==> src/rtl/mem_access_unit.sv <==
// Single-port data-memory access unit: one outstanding CPU load/store, optional strobe stretching.
// Optional feature: define MEM_ACCESS_MISALIGN_TRAP_EN to trap odd byte addresses without touching memory.
module mem_access_unit #(
  parameter int unsigned WAIT_CYCLES = 0
) (
  input  logic        clk,
  input  logic        rst_n,
  input  logic        req_valid,
  output logic        req_ready,
  input  logic        req_we,
  input  logic [15:0] req_addr,
  input  logic [31:0] req_wdata,
  output logic        resp_valid,
  input  logic        resp_ready,
  output logic [31:0] resp_rdata,
  output logic        resp_err,
  output logic [15:0] addres,
  output logic [31:0] memWdata,
  output logic        memW,
  output logic        memR,
  input  logic [31:0] memRdata
);

  typedef enum logic [1:0] {
    IDLE   = 2'd0,
    ACCESS = 2'd1,
    RESP   = 2'd2
  } state_t;

  typedef struct packed {
    logic        we;
    logic [15:0] addr;
    logic [31:0] wdata;
  } req_t;

  localparam logic [3:0] WAIT_INIT = 4'(WAIT_CYCLES);

  state_t      state_q, state_d;
  logic [3:0]  cnt_q, cnt_d;
  req_t        req_q, req_d;
  logic [31:0] rdata_q, rdata_d;
  logic        accept;
  logic        last_access;
  logic        mis;

`ifdef MEM_ACCESS_MISALIGN_TRAP_EN
  logic err_q, err_d;
  assign mis = req_addr[0];
`else
  assign mis = 1'b0;
`endif

  assign accept      = (state_q == IDLE) && req_valid;
  assign last_access = (state_q == ACCESS) && (cnt_q == 4'd0);

  // State register
  always_ff @(posedge clk or negedge rst_n) begin
    if (!rst_n) begin
      state_q <= IDLE;
      cnt_q   <= 4'd0;
    end else begin
      state_q <= state_d;
      cnt_q   <= cnt_d;
    end
  end

  // Next-state logic; counter is only loaded in IDLE and never wraps below 0
  always_comb begin
    state_d = state_q;
    cnt_d   = cnt_q;
    case (state_q)
      IDLE: begin
        if (req_valid) begin
          state_d = mis ? RESP : ACCESS;
          cnt_d   = mis ? 4'd0 : WAIT_INIT;
        end
      end
      ACCESS: begin
        if (cnt_q == 4'd0) state_d = RESP;
        else               cnt_d   = cnt_q - 4'd1;
      end
      RESP: begin
        if (resp_ready) state_d = IDLE;
      end
      default: begin
        state_d = IDLE;
        cnt_d   = 4'd0;
      end
    endcase
  end

  // Datapath next values: request latched on accept, read data captured on last ACCESS cycle
  always_comb begin
    req_d   = req_q;
    rdata_d = rdata_q;
    if (accept && !mis) begin
      req_d.we    = req_we;
      req_d.addr  = req_addr;
      req_d.wdata = req_wdata;
    end
    if (accept && mis) rdata_d = 32'd0;
    if (last_access)   rdata_d = req_q.we ? 32'd0 : memRdata;
  end

  always_ff @(posedge clk or negedge rst_n) begin
    if (!rst_n) begin
      req_q   <= '0;
      rdata_q <= 32'd0;
    end else begin
      req_q   <= req_d;
      rdata_q <= rdata_d;
    end
  end

`ifdef MEM_ACCESS_MISALIGN_TRAP_EN
  always_comb begin
    err_d = err_q;
    if (accept) err_d = mis;
  end

  always_ff @(posedge clk or negedge rst_n) begin
    if (!rst_n) err_q <= 1'b0;
    else        err_q <= err_d;
  end

  assign resp_err = err_q;
`else
  assign resp_err = 1'b0;
`endif

  // Output logic; strobes are pure decodes of state so reset kills them immediately
  always_comb begin
    req_ready  = (state_q == IDLE);
    resp_valid = (state_q == RESP);
    memR       = (state_q == ACCESS) && !req_q.we;
    memW       = last_access && req_q.we;
  end

  assign addres     = req_q.addr;
  assign memWdata   = req_q.wdata;
  assign resp_rdata = rdata_q;

endmodule

==> config.mk <==
export PLATFORM = sky130hd
export DESIGN_NAME = mem_access_unit
export DESIGN_NICKNAME = d
export VERILOG_FILES = /design/src/rtl/mem_access_unit.sv
export SDC_FILE = /design/constraint.sdc
export NUM_CORES = 1
export LEC_CHECK = 0
export ABC_AREA = 1
export ABC_CLOCK_PERIOD_IN_PS = 1350
export CAP_MARGIN = 20
export CORE_ASPECT_RATIO = 0.7
export CORE_MARGIN = 2
export CORE_UTILIZATION = 39
export CTS_BUF_LIST = sky130_fd_sc_hd__clkbuf_8
export CTS_CLUSTER_DIAMETER = 100
export CTS_CLUSTER_SIZE = 24
export DETAILED_ROUTE_END_ITERATION = 12
export PLACE_DENSITY = 0.77
export SYNTH_ARGS = -nofsm -noshare
export SYNTH_HDL_FRONTEND = slang
export SYNTH_SLANG_ARGS = --single-unit
export TNS_END_PERCENT = 1
==> constraint.sdc <==
create_clock -name clk -period 1.35 [get_ports clk]
set_clock_uncertainty 0.1 [all_clocks]
set_input_delay 0.3375 -clock clk [delete_from_list [all_inputs] [get_ports clk]]
set_output_delay 0.3375 -clock clk [all_outputs]
set_load 0.1 [all_outputs]
# Word level (Yosys, flattened, before mapping)
# Cells that the tools add are included.
# Widths: inputs -> output; s select.
# word_totals
mem_bits_rw	0
latch_bits	0
in_bits	85
n_memories	0
romBits	0
out_inout_bits	85
ff_bits	87
# op_classes
n_mux	8
n_mul	0
n_addsub	1
div_mod_pow	0
eq_ne	6
bitwise	1
reduce_logical	9
shifts	0
n_lt_le_gt_ge	0
# ops
cell	count
$mux 32	1
$pmux 4 s3	1
$mux 4	2
$mux 2	3
$pmux 2 s3	1
$reduce_and 3->1	2
$logic_and 1x1->1	4
$logic_not 4->1	1
$ne 2x1->1 const B	2
$ne 2x2->1 const B	2
$sub 4x1->4 const B	1
$eq 2x1->1 const B	1
$eq 2x2->1 const B	1
$logic_not 2->1	1
$logic_not 1->1	1
$not 1->1	1

# Logic depth before layout (Yosys ltp)
# depth
depth_word	3
ltp_mapped	7

# Worst setup path before layout
# OpenSTA, ideal clock, no wires.
# synth_path
path_type	register to output
start	reg cnt_q[0]
end	out memW
stages_incl_launch_ff	6
t_arrival_ns	2.205
path_slack_ns	-1.292
n_path_buf	1
path_cell_list	dfrtp_1 > inv_1 > ha_1 > nand3_2 > buf_2 > nor2_1
# synth_between
elab_chain_cells	3
# synth_lines
element	line_no	text
start: declaration	39	logic [3:0] cnt_q, cnt_d;
start signal: assignment	63	cnt_q <= cnt_d;
$logic_not 4->1	54	assign last_access = (state_q == ACCESS) && (cnt_q == 4'd0);
$logic_and 1x1->1	54	
$logic_and 1x1->1	136	memW = last_access && req_q.we;
end: declaration	19	output logic memW,
# Every way passes these cells.

# Worst setup path in the final report
# Ends and elaborated chain as after synthesis.

==> qor.csv <==
stage;metric;value;unit
global_routing;gr-total-overflow;0;
synth;ys_seq_area_frac;0.5563;
layout;drive_gt1_frac;0.2606;
sta;whs;0.2861;ns
synth;synthTopCellsByArea;dfrtp_1 56%, nand2_1 17%, buf_4 9.4%;
sta;setup_violations;160;
clocking;cts_buffer_depth;2;
sta;fin_crit;1.792;ns
synth;netlist_area;3914;um^2
synth;avgSynthCellArea;8.756;um^2
synth;synth_edf_count;0;
worst_setup_path;r2r-start;cnt_q[0]$_DFFE_PN0P_;
clocking;cts_tree;done;
global_routing;grt_pass1_wl;16720;um
drt;wl_per_cell;14.47;um
min_path;hold_path_class;in2reg;
die;die_w;123.7;um
min_path;worstHoldStart;req_valid;
sta;fin_tns_setup;-12.08;ns
worst_setup_path;path_class;reg2out;
layout;fin_cells;715;
worst_setup_path;reg2reg_depth;8;
drt;dr.pass1.iters;4;
placement;portBuffers;168;
synth;synthCells;447;
min_path;holdPathStages;4;
layout;diodes;0;
job;maxCapViolations;0;
die;fp.dieArea;10870;um^2
worst_setup_path;reg2reg_to;resp_rdata[6]$_DFFE_PN0P_;
clocking;clockRootBuffer;clkbuf_8;
global_routing;grt_use_total;0.2015;
sta;hold_viol_final;0;
clocking;cts_buffers;9;
synth;yosys_warnings;0;
synth;ys.flop_type;dfrtp_1;
sta;fin_crit_sh;1.328;
synth;synth-seq-cells;87;
die;rows;30;
layout;layout_commonest_cell;nand2_1;
clocking;clk_latency;0.36;ns
drt;drc;0;
worst_setup_path;end_kind;output pin;
clocking;clkTransAtPathRegs;0.09;ns
global_routing;antenna_found_initial;0;
drt;vias;3361;
placement;gp_congestion;0.7676;
layout;syn_to_final_growth;69.95;%
sta;fin_ws;-0.4425;ns
drt;drtAntennaViolNets;0;
placement;place_inst;693;
die;ios;170;
worst_setup_path;critPathLaunchType;flip-flop;
worst_setup_path;cp_max_fo;2;
layout;final_cell_mix;176 x nand2_1, 88 x buf_12, 86 x dfrtp_1;
synth;async_flop_share;1.000;
die;start_util;0.4026;
min_path;min_to;cnt_q[3]$_DFFE_PN0P_;
global_routing;grt_pass1_vias;3307;
global_routing;grt_max_degree;56;
placement;place_hpwl;7927;um
worst_setup_path;cp.required;0.91;ns
layout;fin_nets;669;
die;core_area;9722;um^2
outcome;outcome;finished with violations;
drt;vias_per_cell;4.701;
sta;rsz0062_at_grt;true;
synth;syn-num-nets;534;
die;die_h;87.82;um
synth;ys_types;23;
clocking;cts_sinks;87;
clocking;h-tree-depth;3;
synth;yosysTopAreaCell;dfrtp_1;
drt;finalWirelength;10340;um
drt;initialDrtViolationCount;154;
sta;final-max-slew-violation-count;0;
synth;synth_top_area_share;0.5563;
outcome;violations;negative setup slack;
sta;fmax;557.9;MHz
worst_setup_path;critPathArrivalTime;1.35;ns
worst_setup_path;r2r_slack;-0.17;ns
==> per-layer routing <==
| metal | up-vias | global-route usage | part of all wire |
|---|---|---|---|
| li1 | 1638 | - | - |
| met1 | 1580 | 0.2527 | 0.40 |
| met2 | 123 | 0.3272 | 0.50 |
| met3 | 20 | 0.07031 | 0.086 |
| met4 | 0 | 0.06818 | 0.019 |
| met5 | - | 0 | 0 |
==> cell usage after synthesis (3+ instances only) <==
master and count:
nand2_1 179, dfrtp_1 87, buf_4 49, nand3_1 48
o21ai_1 15, clkbuf_1 14, o21ai_0 13, buf_2 9
nor2_1 6, inv_1 5, o21ai_2 5, buf_6 3
==> logic make-up (layout without fill, tap and decap cells) <==
logic type,Yosys count,in the layout,synth area share
adders and majority gates,2,2,0.006393
buffers and inverters,82,222,0.1343
AOI/OAI and AO/OA,37,37,0.05339
and+or+nand+nor,237,237,0.2465
xor gates and xnor gates,1,1,0.002238
DFF,87,87,0.5563
other,1,1,0.0009582
==> critical path: stages, from the launching register on <==
cell,delay [ns]
dfrtp_1,0.39
inv_2,0.08
ha_4,0.15
nand3_4,0.08
nor2_4,0.11
buf_12,0.18
==> stage by stage <==
step           setup WS (ns)    util  area [um^2]
3_5_place_dp         -0.1272  0.6562         6380
2_1_floorplan        -0.4045       -         3966
6_report             -0.4425  0.6842         6651
4_1_cts              -0.4764  0.6829         6639
5_1_grt              -0.5420  0.6842         6651
3_3_place_gp        -0.09699  0.6562         6380
==> layout make-up <==
class / instances / area, um^2
clock inverter: 7 / 72.57
tap: 128 / 160.2
clock buffer: 9 / 123.9
sequential: 87 / 2178
fill: 720 / 3070
multi-input combinational: 278 / 1279
timing repair buffer: 199 / 2811
inverter: 7 / 26.28
==> timing repair <==
| item | in CTS | in global routing |
|---|---|---|
| setup endpoints to repair | 155 | 170 |
| hold buffers | 1 | 0 |
| buffers inserted | 4 | 1 |
| resized for setup | 13 | 3 |
| pin swaps | 4 | 0 |
| hold endpoints to repair | 87 | 0 |
| gates cloned | 0 | 0 |
==> worst max-delay path by stage <==
stage	from	end	cells past startpoint	slack, ns
2_1_floorplan	state_q[0]$_DFFE_PN0P_	memW	5	-0.40
3_3_place_gp	state_q[1]$_DFFE_PN0P_	memW	4	-0.1
3_5_place_dp	state_q[1]$_DFFE_PN0P_	memW	4	-0.13
4_1_cts	cnt_q[0]$_DFFE_PN0P_	memW	5	-0.48
5_1_grt	cnt_q[0]$_DFFE_PN0P_	memW	5	-0.54
6_report	cnt_q[0]$_DFFE_PN0P_	memW	5	-0.44
==> flip-flops by register name (all words and copies together) (netlist names) <==
| register | count |
|---|---|
| resp_rdata | 32 |
| cnt_q | 4 |
| addres | 16 |
| memWdata | 32 |
| state_q | 2 |
| req_q | 1 |
Power is not shown: default switching activity piles up to over one toggle a cycle in this logic, so the estimate is an artifact.
